**src/rtl/inst_encoder_pkg.sv**
```systemverilog
// inst_encoder_pkg: shared types and constants for the instruction encoder.
//   type_bus_t     - instruction format code carried on in_type
//   INST_R..INST_J - format codes (6 and 7 are undefined and flagged as errors)
//   reg_bus_t      - 32-bit instruction/immediate word
//   OP_*           - base opcodes for the formats the encoder is normally fed
//   enc_entry_t    - one output FIFO entry: {err, inst}
package inst_encoder_pkg;

  localparam int TYPE_W = 3;

  typedef logic [TYPE_W-1:0] type_bus_t;
  typedef logic [31:0]       reg_bus_t;

  localparam type_bus_t INST_R = 3'd0;
  localparam type_bus_t INST_I = 3'd1;
  localparam type_bus_t INST_S = 3'd2;
  localparam type_bus_t INST_B = 3'd3;
  localparam type_bus_t INST_U = 3'd4;
  localparam type_bus_t INST_J = 3'd5;

  localparam logic [6:0] OP_IMM = 7'b0010011;
  localparam logic [6:0] LUI    = 7'b0110111;
  localparam logic [6:0] JAL    = 7'b1101111;
  localparam logic [6:0] BRANCH = 7'b1100011;
  localparam logic [6:0] STORE  = 7'b0100011;
  localparam logic [6:0] OP     = 7'b0110011;

  typedef struct packed {
    logic     err;
    reg_bus_t inst;
  } enc_entry_t;

  // True when v[31:lo] are all the same bit, i.e. v is representable as a
  // signed value of (lo+1) bits. The arithmetic shift leaves only copies of
  // the sign when that holds.
  function automatic logic upper_uniform(input reg_bus_t v, input int unsigned lo);
    reg_bus_t s;
    s = reg_bus_t'($signed(v) >>> lo);
    return (s == '0) || (s == '1);
  endfunction

endpackage

```
**src/rtl/inst_encoder_pack.sv**
```systemverilog
// inst_pack: purely combinational packing of a decoded instruction description
// into a 32-bit RISC-V word, with immediate and register range checks.
//   type_i   - format code (INST_R..INST_J)
//   opcode_i, rd_i, rs1_i, rs2_i, funct3_i, funct7_i - instruction fields
//   imm_i    - sign-extended immediate (byte offset for B/J, unshifted for U)
//   ent_o    - {err, inst}; inst is forced to zero whenever err is set
module inst_pack
  import inst_encoder_pkg::*;
#(
  parameter int RV32E = 1
) (
  input  type_bus_t  type_i,
  input  logic [6:0] opcode_i,
  input  logic [4:0] rd_i,
  input  logic [4:0] rs1_i,
  input  logic [4:0] rs2_i,
  input  logic [2:0] funct3_i,
  input  logic [6:0] funct7_i,
  input  reg_bus_t   imm_i,
  output enc_entry_t ent_o
);

  reg_bus_t inst;
  logic     bad_imm;
  logic     bad_type;
  logic     bad_reg;
  logic     use_rd;
  logic     use_rs1;
  logic     use_rs2;
  logic     err;

  always_comb begin
    inst     = '0;
    bad_imm  = 1'b0;
    bad_type = 1'b0;
    use_rd   = 1'b0;
    use_rs1  = 1'b0;
    use_rs2  = 1'b0;
    case (type_i)
      INST_R: begin
        inst    = {funct7_i, rs2_i, rs1_i, funct3_i, rd_i, opcode_i};
        use_rd  = 1'b1;
        use_rs1 = 1'b1;
        use_rs2 = 1'b1;
      end
      INST_I: begin
        inst    = {imm_i[11:0], rs1_i, funct3_i, rd_i, opcode_i};
        bad_imm = !upper_uniform(imm_i, 11);
        use_rd  = 1'b1;
        use_rs1 = 1'b1;
      end
      INST_S: begin
        inst    = {imm_i[11:5], rs2_i, rs1_i, funct3_i, imm_i[4:0], opcode_i};
        bad_imm = !upper_uniform(imm_i, 11);
        use_rs1 = 1'b1;
        use_rs2 = 1'b1;
      end
      INST_B: begin
        inst    = {imm_i[12], imm_i[10:5], rs2_i, rs1_i, funct3_i,
                   imm_i[4:1], imm_i[11], opcode_i};
        bad_imm = imm_i[0] || !upper_uniform(imm_i, 12);
        use_rs1 = 1'b1;
        use_rs2 = 1'b1;
      end
      INST_U: begin
        inst    = {imm_i[31:12], rd_i, opcode_i};
        bad_imm = (imm_i[11:0] != 12'd0);
        use_rd  = 1'b1;
      end
      INST_J: begin
        inst    = {imm_i[20], imm_i[10:1], imm_i[11], imm_i[19:12], rd_i, opcode_i};
        bad_imm = imm_i[0] || !upper_uniform(imm_i, 20);
        use_rd  = 1'b1;
      end
      default: bad_type = 1'b1;
    endcase
  end

  // RV32E only has x0..x15, so any referenced index with bit 4 set is illegal.
  // Fields the format does not encode are ignored.
  assign bad_reg = (RV32E != 0) &&
                   ((use_rd  && rd_i[4])  ||
                    (use_rs1 && rs1_i[4]) ||
                    (use_rs2 && rs2_i[4]));

  assign err        = bad_imm || bad_type || bad_reg;
  assign ent_o.err  = err;
  assign ent_o.inst = err ? '0 : inst;

endmodule

```
**src/rtl/inst_encoder.sv**
```systemverilog
// inst_encoder: packs decoded RV32E instruction descriptions into 32-bit words
// and buffers them in a 2-entry FIFO with valid/ready on both sides.
//   clk, rst_n           - rising-edge clock, asynchronous active-low reset
//   in_valid / in_ready  - request handshake; fields sampled on accept
//   in_type .. in_imm    - decoded instruction description
//   out_valid / out_ready- result handshake; out_inst/out_err hold while stalled
//   out_inst, out_err    - FIFO head; out_inst is 0 for an erroneous entry
//   err_cnt              - saturating count of accepted erroneous requests
module inst_encoder
  import inst_encoder_pkg::*;
#(
  parameter int ERR_CNT_W = 8,
  parameter int RV32E     = 1
) (
  input  logic                 clk,
  input  logic                 rst_n,
  input  logic                 in_valid,
  output logic                 in_ready,
  input  type_bus_t            in_type,
  input  logic [6:0]           in_opcode,
  input  logic [4:0]           in_rd,
  input  logic [4:0]           in_rs1,
  input  logic [4:0]           in_rs2,
  input  logic [2:0]           in_funct3,
  input  logic [6:0]           in_funct7,
  input  reg_bus_t             in_imm,
  output logic                 out_valid,
  input  logic                 out_ready,
  output reg_bus_t             out_inst,
  output logic                 out_err,
  output logic [ERR_CNT_W-1:0] err_cnt
);

  enc_entry_t           pk_ent;
  enc_entry_t           mem_q [2];
  enc_entry_t           head;
  logic                 wr_ptr_q, wr_ptr_d;
  logic                 rd_ptr_q, rd_ptr_d;
  logic [1:0]           cnt_q, cnt_d;
  logic [ERR_CNT_W-1:0] err_cnt_q, err_cnt_d;
  logic                 run_q;
  logic                 push;
  logic                 pop;

  inst_pack #(
    .RV32E(RV32E)
  ) u_pack (
    .type_i  (in_type),
    .opcode_i(in_opcode),
    .rd_i    (in_rd),
    .rs1_i   (in_rs1),
    .rs2_i   (in_rs2),
    .funct3_i(in_funct3),
    .funct7_i(in_funct7),
    .imm_i   (in_imm),
    .ent_o   (pk_ent)
  );

  // run_q keeps in_ready low throughout reset without gating on rst_n itself.
  assign in_ready  = run_q && (cnt_q != 2'd2);
  assign out_valid = (cnt_q != 2'd0);
  assign push      = in_valid && in_ready;
  assign pop       = out_valid && out_ready;

  // Storage is not reset, so the head is masked when the FIFO is empty.
  assign head     = mem_q[rd_ptr_q];
  assign out_inst = out_valid ? head.inst : '0;
  assign out_err  = out_valid && head.err;
  assign err_cnt  = err_cnt_q;

  always_comb begin
    wr_ptr_d  = wr_ptr_q ^ push;
    rd_ptr_d  = rd_ptr_q ^ pop;
    cnt_d     = cnt_q;
    err_cnt_d = err_cnt_q;
    case ({push, pop})
      2'b10:   cnt_d = cnt_q + 2'd1;
      2'b01:   cnt_d = cnt_q - 2'd1;
      default: cnt_d = cnt_q;
    endcase
    if (push && pk_ent.err && (err_cnt_q != '1)) begin
      err_cnt_d = err_cnt_q + ERR_CNT_W'(1);
    end
  end

  always_ff @(posedge clk or negedge rst_n) begin
    if (!rst_n) begin
      run_q     <= 1'b0;
      wr_ptr_q  <= 1'b0;
      rd_ptr_q  <= 1'b0;
      cnt_q     <= 2'd0;
      err_cnt_q <= '0;
    end else begin
      run_q     <= 1'b1;
      wr_ptr_q  <= wr_ptr_d;
      rd_ptr_q  <= rd_ptr_d;
      cnt_q     <= cnt_d;
      err_cnt_q <= err_cnt_d;
    end
  end

  always_ff @(posedge clk) begin
    if (push) begin
      mem_q[wr_ptr_q] <= pk_ent;
    end
  end

endmodule

```
**config.mk**
```make
export PLATFORM = sky130hd
export DESIGN_NAME = inst_encoder
export DESIGN_NICKNAME = d
export VERILOG_FILES = /design/src/rtl/inst_encoder_pkg.sv /design/src/rtl/inst_encoder_pack.sv /design/src/rtl/inst_encoder.sv
export SDC_FILE = /design/constraint.sdc
export NUM_CORES = 1
export LEC_CHECK = 0
export ABC_AREA = 1
export CAP_MARGIN = 20
export CORE_MARGIN = 1
export CORE_UTILIZATION = 30
export DETAILED_ROUTE_END_ITERATION = 8
export SLEW_MARGIN = 20
export SYNTH_ARGS = -nofsm -noshare
export SYNTH_HDL_FRONTEND = slang
export SYNTH_SLANG_ARGS = --single-unit
```
**constraint.sdc**
```tcl
create_clock -name clk -period 2.4 [get_ports clk]
set_input_delay 0.6 -clock clk [delete_from_list [all_inputs] [get_ports clk]]
set_output_delay 0.6 -clock clk [all_outputs]
set_load 0.02 [all_outputs]
```
==> results of run 1 <==
[area by class of cell]
class,count,area [um2]
fillers,1258,7090
repair buffers,162,1570
clock buffers,10,229
multi-input cells,344,1560
clock inverters,6,67.6
inverters,39,146
flip-flops and latches,79,2310
well taps,176,220
[per-stage QoR]
stage	power (mW)	hold WS, ns
final	5.62	0.524
after global placement	4.48	0.495
after global routing	5.93	0.544
after floorplan	3.14	0.304
after CTS	5.69	0.524
after detailed placement	4.50	0.512
[registers in the layout (all words and copies together) (netlist names)]
signal and count:
rd_ptr_q 1, cnt_q 2, err_cnt 8, mem_q 66, wr_ptr_q 1, run_q 1
[kinds of logic after synthesis]
family,count (synthesis),share of synthesized area (%)
simple gates,267,26.4
flops,79,56.9
compound gates,66,8.77
buf+inv,55,5.31
xor+xnor,6,1.30
fa+ha+maj,4,1.23
other cells,1,0.0925
[what timing repair did]
| item | in CTS | in global routing |
|---|---|---|
| gates resized for setup | 22 | 17 |
| setup buffers | 0 | 0 |
| hold buffers | 0 | 0 |
| gates cloned | 0 | 0 |
| endpoints found under the setup margin | 34 | 25 |
[power by group through the flow]
stage	clock, mW	sequential [mW]	combinational (mW)
floorplan	0	1.87	1.27
global placement	0	1.85	2.62
detailed placement	0	1.86	2.64
CTS	1.37	1.83	2.49
global route	1.44	1.86	2.63
finish	1.35	1.84	2.43
[layout by cell type (no fill, tap or decap), types with 3 or more instances in the layout]
master	netlist	routed
clkdlybuf4s50_1	0	79
clkbuf_16	0	9
dfrtp_1	13	13
xor2_1	4	4
a31oi_1	11	9
dlymetal6s2s_1	0	12
nand3_1	9	9
a21oi_1	48	48
edfxtp_1	66	66
inv_6	0	3
inv_1	35	35
nor2_1	56	55
nand4_1	10	10
o21ai_0	3	3
buf_12	0	5
dlygate4sd2_1	0	22
nand2_1	184	184
buf_4	1	42
inv_2	4	4
[worst reg2reg max path, delay by kind of cell (launching register included)]
| kind | cells | cell delay, ns |
|---|---|---|
| adder cells (fa/ha/maj) | 1 | 0.21 |
| AND/OR/NAND/NOR | 6 | 0.85 |
| buffers and inverters | 2 | 0.27 |
| flip-flops | 1 | 0.45 |
[layer usage]
metal  track usage, %  wire (um)
met1             22.9       5510
met2             27.4       5550
met3             2.41        396
met4             4.57         72
met5                0          0
[worst paths after layout]
| check | to | slack (ns) | cells after the start |
|---|---|---|---|
| worst min register to register | cnt_q[1] | 0.52 | 1 |
| min in group asynchronous | err_cnt[7] | 0.66 | 1 |
| worst max-delay path | in_ready | 0.12 | 3 |
| max in group asynchronous | run_q | 1.34 | 1 |
| worst max register to register | err_cnt[1] | 0.55 | 9 |
| worst min-delay path | cnt_q[1] | 0.52 | 1 |
==> impl_metrics.ini, run 1 <==
[global_route]
grt_max_degree = 34
overflow = 0
antenna_found_initial = 0
grt_pass1_wl_um = 18300
first_global_vias = 3655
grt.total_usage_pct = 16.7

[cells_and_area]
layoutNonFillerInstCount = 816
final_core_util_pct = 46.3
fin_area_um2 = 6100
antenna_cells = 0
syn2layout_area_growth_pct = 50.5
final_layout_size_suffix_gt1_share_pct = 11.7
fin_nets = 710

[power]
ir_worst_vdd_v = 0.000408
p_comb_share_pct = 43.3
p_seq_share_pct = 32.7
p_int_mw = 3.53
p_leak_nw = 2.66
swShare_pct = 37.2
p_sw_mw = 2.09
pwr_density_cell_nw_per_um2 = 921
pwr-share-clk_pct = 24.1

[clock_tree]
path_clk_slew_ns = 0.06
insertion_delay_ns = 0.33
cts_htree_levels = 3
cts_tree = built
clock_sinks = 79
cts_buffers = 9
cts_max_path_buffers = 2
root_buffer = clkbuf_16

[place]
place_area_um2 = 5770
post-dp-hpwl_um = 8910
dp_slack_ns = -0.214
gp_congestion = 0.876
io_buffer_count = 113
place_inst = 800

[setup_path]
endpoint_kind = output port
crit_type = reg2out
crit_start = cnt_q[0]
worstPathCellList = inv_1 > a21boi_0 > clkdlybuf4s50_1
max_stage_delay_ns = 0.65
critPathArrivalTime_ns = 1.68
r2r-start = err_cnt[0]
cp_max_fo = 5
cp-start-kind = flip-flop
crit_path_top_delay_cell = clkdlybuf4s50_1
cp.required_ns = 1.80
crit_family = buffers and inverters
cp.buffers_inverters = 2

[detailed_routing]
drt-total-wl_um = 11500
vias = 3749
drc = 0
wire_per_inst_um = 14.1
drt_pass1_iterations = 6
ant_nets = 0
drtIter0Drc = 187
routed_via_density = 4.59

[die]
rows = 42
die_area_um2 = 14000
io_pins = 114
core_region_area_um2 = 13200
start_util_pct = 30.7
die_y_um = 118
die_w_um = 118

[job]
maxCapViolations = 0

[logic_synthesis]
synth_edf_count = 66
yosys-top-cells-area = edfxtp_1 49%, nand2_1 17%, dfrtp_1 8.0%, a21oi_1 5.9%, nor2_1 5.2%
synthArstFlopShare_pct = 16.5
yosysMostFrequentCell = nand2_1
synth_cells = 478
syn_area_per_cell_um2 = 8.48
synth_top_area_cell = edfxtp_1
ys_top_cells_by_count = 184 x nand2_1, 66 x edfxtp_1, 56 x nor2_1
ys_seq_area_share_pct = 56.9
ys_seq_elements = 79
synth.distinct_cells = 29
netlist_area_um2 = 4050
synth_nets = 553
yosysTopAreaCellShare_pct = 48.9
synthFlopType = edfxtp_1
ys_warn_count = 0

[sta]
slew_viol_final = 0
fin_crit_ns = 2.28
fin_crit_sh_pct = 95.1
maxSlewHeadroom_pct = 58.4
rsz0062_at_grt = false
setup-tns-final_ns = 0
timing.fmax_mhz = 438
fin_worst_skew_ns = 0.00873
setup_viol = 0
tightest_slew_ns = 0.622
hold_violations = 0
postLayoutSetupSlackWorst_ns = 0.117

[worst_hold_path]
hold_path.class = reg2reg
hp-start = cnt_q[1]

[run_status]
status = finished, final reports clean
No activity file was read; power rests on OpenSTA's default activity.
==> run 2: changes to the inputs <==
--- a/config.mk
+++ b/config.mk
@@ -5,7 +5,6 @@
 export SDC_FILE = /design/constraint.sdc
 export NUM_CORES = 1
 export LEC_CHECK = 0
-export ABC_AREA = 1
 export CAP_MARGIN = 20
 export CORE_MARGIN = 1
 export CORE_UTILIZATION = 30
==> impl_metrics.ini, run 2 <==
[run_status]
status = finished, final reports clean

[sta]
setup_viol = 0
tightest_slew_ns = 0.596
fin_worst_skew_ns = 0.00537
holdWs_ns = 0.519
timing.fmax_mhz = 434
fin_crit_ns = 2.30
fin_crit_sh_pct = 95.9
slew_viol_final = 0
maxSlewHeadroom_pct = 60.1
rsz0062_at_grt = false
hold_violations = 0

[clock_tree]
insertion_delay_ns = 0.33
root_buffer = clkbuf_16
path_clk_slew_ns = 0.06
cts_max_path_buffers = 2
cts_htree_levels = 3
cts_tree = built
clock_sinks = 79
cts_buffers = 9

[logic_synthesis]
synth_top_family_by_area = simple AND/OR/NAND/NOR gates
synthArstFlopShare_pct = 16.5
ys_seq_area_share_pct = 56.0
synth_nets = 422
ys_seq_elements = 79
ys_warn_count = 0
synth_xor_area_share_pct = 2.34
synth.distinct_cells = 43
yosys.area_share.simple_pct = 16.0
ys_top_cells_by_count = 66 x edfxtp_1, 66 x nor2_1, 35 x mux2i_1
syn_area_per_cell_um2 = 11.9
synthFlopType = edfxtp_1
synth_edf_count = 66
synth_fa_ha_area_share_pct = 1.22
synth_cells = 347
yosysTopAreaCellShare_pct = 48.1
synth-compound-area-share_pct = 10.8
synth.mux.area_fraction_pct = 9.33
netlist_area_um2 = 4120
synth_top_area_cell = edfxtp_1
yosys-top-cells-area = edfxtp_1 48%, mux2i_1 8.5%, dfrtp_1 7.9%, nor2_1 6.0%, a22oi_1 4.0%

[setup_path]
cp.required_ns = 2.61
cp.buffers_inverters = 3
rrSetupSlack_ns = 0.64
crit_path_top_delay_cell = nor4_2
max_stage_delay_ns = 0.33
critPathArrivalTime_ns = 2.52
crit_type = in2reg
crit_family = compound AO/OA/AOI/OAI gates
crit_start = in_imm[16]
endpoint_kind = flip-flop
cp_max_fo = 5
worstPathCellList = clkdlybuf4s15_1 > nor4_2 > buf_4 > a22oi_2 > a2bb2oi_2 > o221ai_2 > o2111ai_4 > buf_12 > nand3_2 > mux2_4
r2r-start = cnt_q[0]
cp-start-kind = primary input

[detailed_routing]
drtIter0Drc = 129
vias = 3305
drt-total-wl_um = 10900
ant_nets = 0
drc = 0
routed_via_density = 4.80
drt_pass1_iterations = 4
wire_per_inst_um = 15.8

[cells_and_area]
nFillCells = 1228
final_cell_mix = 66 x edfxtp_1, 65 x nor2_1, 57 x clkdlybuf4s50_1
largest_reg_flops = 66
multi_input_area_um2 = 1730
final_core_util_pct = 47.1
regArea_um2 = 2310
syn2layout_area_growth_pct = 52.1
final_common_cell = edfxtp_1
final_layout_size_suffix_gt1_share_pct = 20.9
top_register = mem_q
fin_nets = 583
antenna_cells = 0

[worst_hold_path]
hp-start = cnt_q[1]
hold_path.class = reg2reg

[global_route]
first_global_vias = 3337
antenna_found_initial = 0
grt_max_degree = 35
grt_pass1_wl_um = 17200
grt.total_usage_pct = 15.7
overflow = 0

[die]
die_area_um2 = 14200
die_w_um = 119
die_y_um = 119
start_util_pct = 31.0
core_region_area_um2 = 13300
io_pins = 114
rows = 42

[place]
gp_congestion = 0.886
post-dp-hpwl_um = 7970
io_buffer_count = 113

[power]
pwr_density_cell_nw_per_um2 = 930
ir_worst_vdd_v = 0.000373
p_leak_nw = 2.53

[job]
maxCapViolations = 0
-- run 2: metrics by stage --
stage                     instance area, um2  cells  TNS, ns  worst slack (ns)  power, mW
final                                   6260    689        0            0.0976       5.83
after global routing                    6260    689        0          0.000929       6.12
after CTS                               6170    687        0           0.00384       5.88
after detailed placement                5820    669   -29.62            -0.515       4.41
after global placement                  5820    669   -31.04            -0.533       4.38
after floorplan                         4120    347   -12.80            -0.194       3.17
-- run 2: repair_timing --
| item | in CTS | in global routing |
|---|---|---|
| pin swaps | 10 | 8 |
| resized for setup | 56 | 18 |
| hold buffers | 0 | 0 |
| setup endpoints to repair | 103 | 37 |
| buffers inserted | 2 | 2 |
| cloned | 0 | 0 |
-- run 2: cell families (layout without fill, tap and decap cells) --
kind of cell	count (synthesis)	after routing
DFF	79	79
xor gates and xnor gates	11	11
buffers and inverters	35	201
AOI/OAI and AO/OA	56	56
adders and majority gates	4	4
other	1	1
and+or+nand+nor	123	123
muxes	38	38
-- run 2: area by class of cell --
class                           instances  area share, %
Clock buffer                           10           3.66
Clock inverter                          6           2.12
Inverter                               14          0.839
Multi-Input combinational cell        233           27.5
Sequential cell                        79           36.9
Tap cell                              176           3.52
Timing Repair Buffer                  171           25.5
-- run 2: worst paths after layout --
check                              to  depth (start not counted)
setup / recovery           err_cnt[1]                         10
hold reg to reg              cnt_q[1]                          1
setup reg to reg             cnt_q[1]                          8
min in group asynchronous    cnt_q[1]                          1
max in group asynchronous    rd_ptr_q                          1
hold / removal               cnt_q[1]                          1
-- run 2: layer usage --
layer  GRT usage (%)  wire (um)
met5               0          0
met4            5.46        154
met3            3.02        517
met2            26.1       5220
met1            20.5       4980
-- run 2: power breakdown --
part	internal [mW]	switching (mW)	leakage, nW
Sequential	1.72	0.134	0.787
Combinational	1.04	1.31	1.57
Clock	1.12	0.510	0.173
==> run 3: changes to the inputs <==
--- a/config.mk
+++ b/config.mk
@@ -9,6 +9,7 @@
 export CORE_MARGIN = 1
 export CORE_UTILIZATION = 30
 export DETAILED_ROUTE_END_ITERATION = 8
+export PLACE_DENSITY = 0.65
 export SLEW_MARGIN = 20
 export SYNTH_ARGS = -nofsm -noshare
 export SYNTH_HDL_FRONTEND = slang
==> impl_metrics.ini, run 3 (same netlist as run 2, synthesis figures left out) <==
[sta]
tightest_slew_ns = 0.628
fin_crit_sh_pct = 96.8
maxSlewHeadroom_pct = 58.0
hold_violations = 0
setup_viol = 0
setup-tns-final_ns = 0
fin_worst_skew_ns = 0.00433
slew_viol_final = 0
fin_crit_ns = 2.32
timing.fmax_mhz = 431

[place]
gp_congestion = 0.912
io_buffer_count = 113
post-dp-hpwl_um = 8030
place_area_um2 = 5770

[cells_and_area]
final_common_cell = edfxtp_1
fin_nets = 588
syn2layout_area_growth_pct = 57.8
final_core_util_pct = 48.9
antenna_cells = 0
final_layout_size_suffix_gt1_share_pct = 25.7
fin_area_um2 = 6500
top_register = mem_q
final_cell_mix = 66 x edfxtp_1, 57 x clkdlybuf4s50_1, 49 x buf_4
largest_reg_flops = 66

[global_route]
first_global_vias = 3570
antenna_found_initial = 0
grt_pass1_wl_um = 18600
grt_max_degree = 23
grt.total_usage_pct = 17.2
overflow = 0

[setup_path]
max_stage_delay_ns = 0.40
worstPathCellList = dlygate4sd2_1 > nand4_1 > nor3_2 > buf_4 > a311o_1 > o2111ai_4 > buf_12 > buf_12 > nor2_2
crit_top_cell = buf_12
cp.required_ns = 2.47
cp_max_fo = 6
cp-start-kind = primary input
crit_path_top_delay_cell = a311o_1
critPathArrivalTime_ns = 2.40
endpoint_kind = flip-flop
crit_type = in2reg

[clock_tree]
path_clk_slew_ns = 0.06
cts_htree_levels = 3
cts_max_path_buffers = 2
cts_buffers = 9
clock_sinks = 79
insertion_delay_ns = 0.33
cts_tree = built
root_buffer = clkbuf_16
cts_hold_buf = 0

[detailed_routing]
drt-total-wl_um = 11700
drc = 0
vias = 3415
drt_pass1_iterations = 4
routed_via_density = 4.92
drtIter0Drc = 152
wire_per_inst_um = 16.8
ant_nets = 0

[die]
start_util_pct = 31.0
die_y_um = 119
rows = 42
die_w_um = 119
core_region_area_um2 = 13300
die_area_um2 = 14200
io_pins = 114

[worst_hold_path]
hold_path.class = reg2reg

[power]
p_sw_mw = 2.03
swShare_pct = 34.4
p_comb_share_pct = 42.9
pwr_density_cell_nw_per_um2 = 909
totalPowerFinal_mw = 5.90
ir_worst_vdd_v = 0.000379
p_leak_nw = 2.60
pwr-share-clk_pct = 25.8
p_seq_share_pct = 31.3
p_int_mw = 3.88

[job]
maxCapViolations = 0

[run_status]
status = finished, final reports clean
[run 3: changes by cell type in the layout (fill, tap and decap cells not counted), sizes merged, moves of 2 or more]
| cell | previous run | this run |
|---|---|---|
| clkinv | 1 | 4 |
| buf | 58 | 60 |
| bufbuf | 0 | 2 |
| clkbuf | 10 | 12 |
| dlygate4sd2 | 48 | 46 |
[run 3: worst paths after layout]
check | start | slack, ns | depth (start not counted) | to
max reg2reg | cnt_q[1] | 0.70 | 4 | mem_q[1][17]
max in group asynchronous | rst_n | 1.30 | 1 | cnt_q[0]
min reg2reg | err_cnt[4] | 0.53 | 1 | err_cnt[4]
min | err_cnt[4] | 0.53 | 1 | err_cnt[4]
min in group asynchronous | rst_n | 0.66 | 1 | cnt_q[1]
max | in_imm[22] | 0.08 | 9 | mem_q[1][7]
[run 3: through the flow]
step	cells	hold slack (ns)	setup slack (ns)
6_report	694	0.526	0.0772
2_1_floorplan	347	0.304	-0.194
3_3_place_gp	667	0.502	-0.493
5_1_grt	694	0.543	-0.0154
4_1_cts	693	0.528	0.000880
3_5_place_dp	667	0.519	-0.537
[run 3: worst max-delay path: cells and delay by family]
kind	cells	cell delay [ns]
buf+inv	4	0.72
simple gates	3	0.29
compound gates	2	0.78
[run 3: cell type report]
type,count,area [um2]
multi-input combinational,234,1870
clock inverter,7,111
tap,176,220
clock buffer,9,225
timing repair buffer,175,1710
inverter,14,52.6
fill,1152,6800
sequential,79,2310
[run 3: layer usage]
metal	global-route usage [%]	share of wire (%)	vias to the layer above
met1	21.3	41	1648
met2	29.0	51	118
met5	0	0	-
li1	-	-	1620
met4	7.20	2.9	0
met3	3.45	4.7	29
[run 3: repair_timing]
item	4_1_cts	5_1_grt
pin swaps	10	9
gates resized for setup	72	47
cloned	5	0
buffers inserted	5	1
setup endpoints to repair	107	78
endpoints found under the hold margin	0	0
[run 3: power groups by stage]
| stage | Combinational [mW] | Sequential (mW) | Clock, mW |
|---|---|---|---|
| after global placement | 2.49 | 1.86 | 0 |
| after detailed placement | 2.52 | 1.87 | 0 |
| after floorplan | 1.29 | 1.88 | 0 |
| after CTS | 2.55 | 1.85 | 1.56 |
| final | 2.53 | 1.85 | 1.52 |
| after global routing | 2.72 | 1.88 | 1.62 |
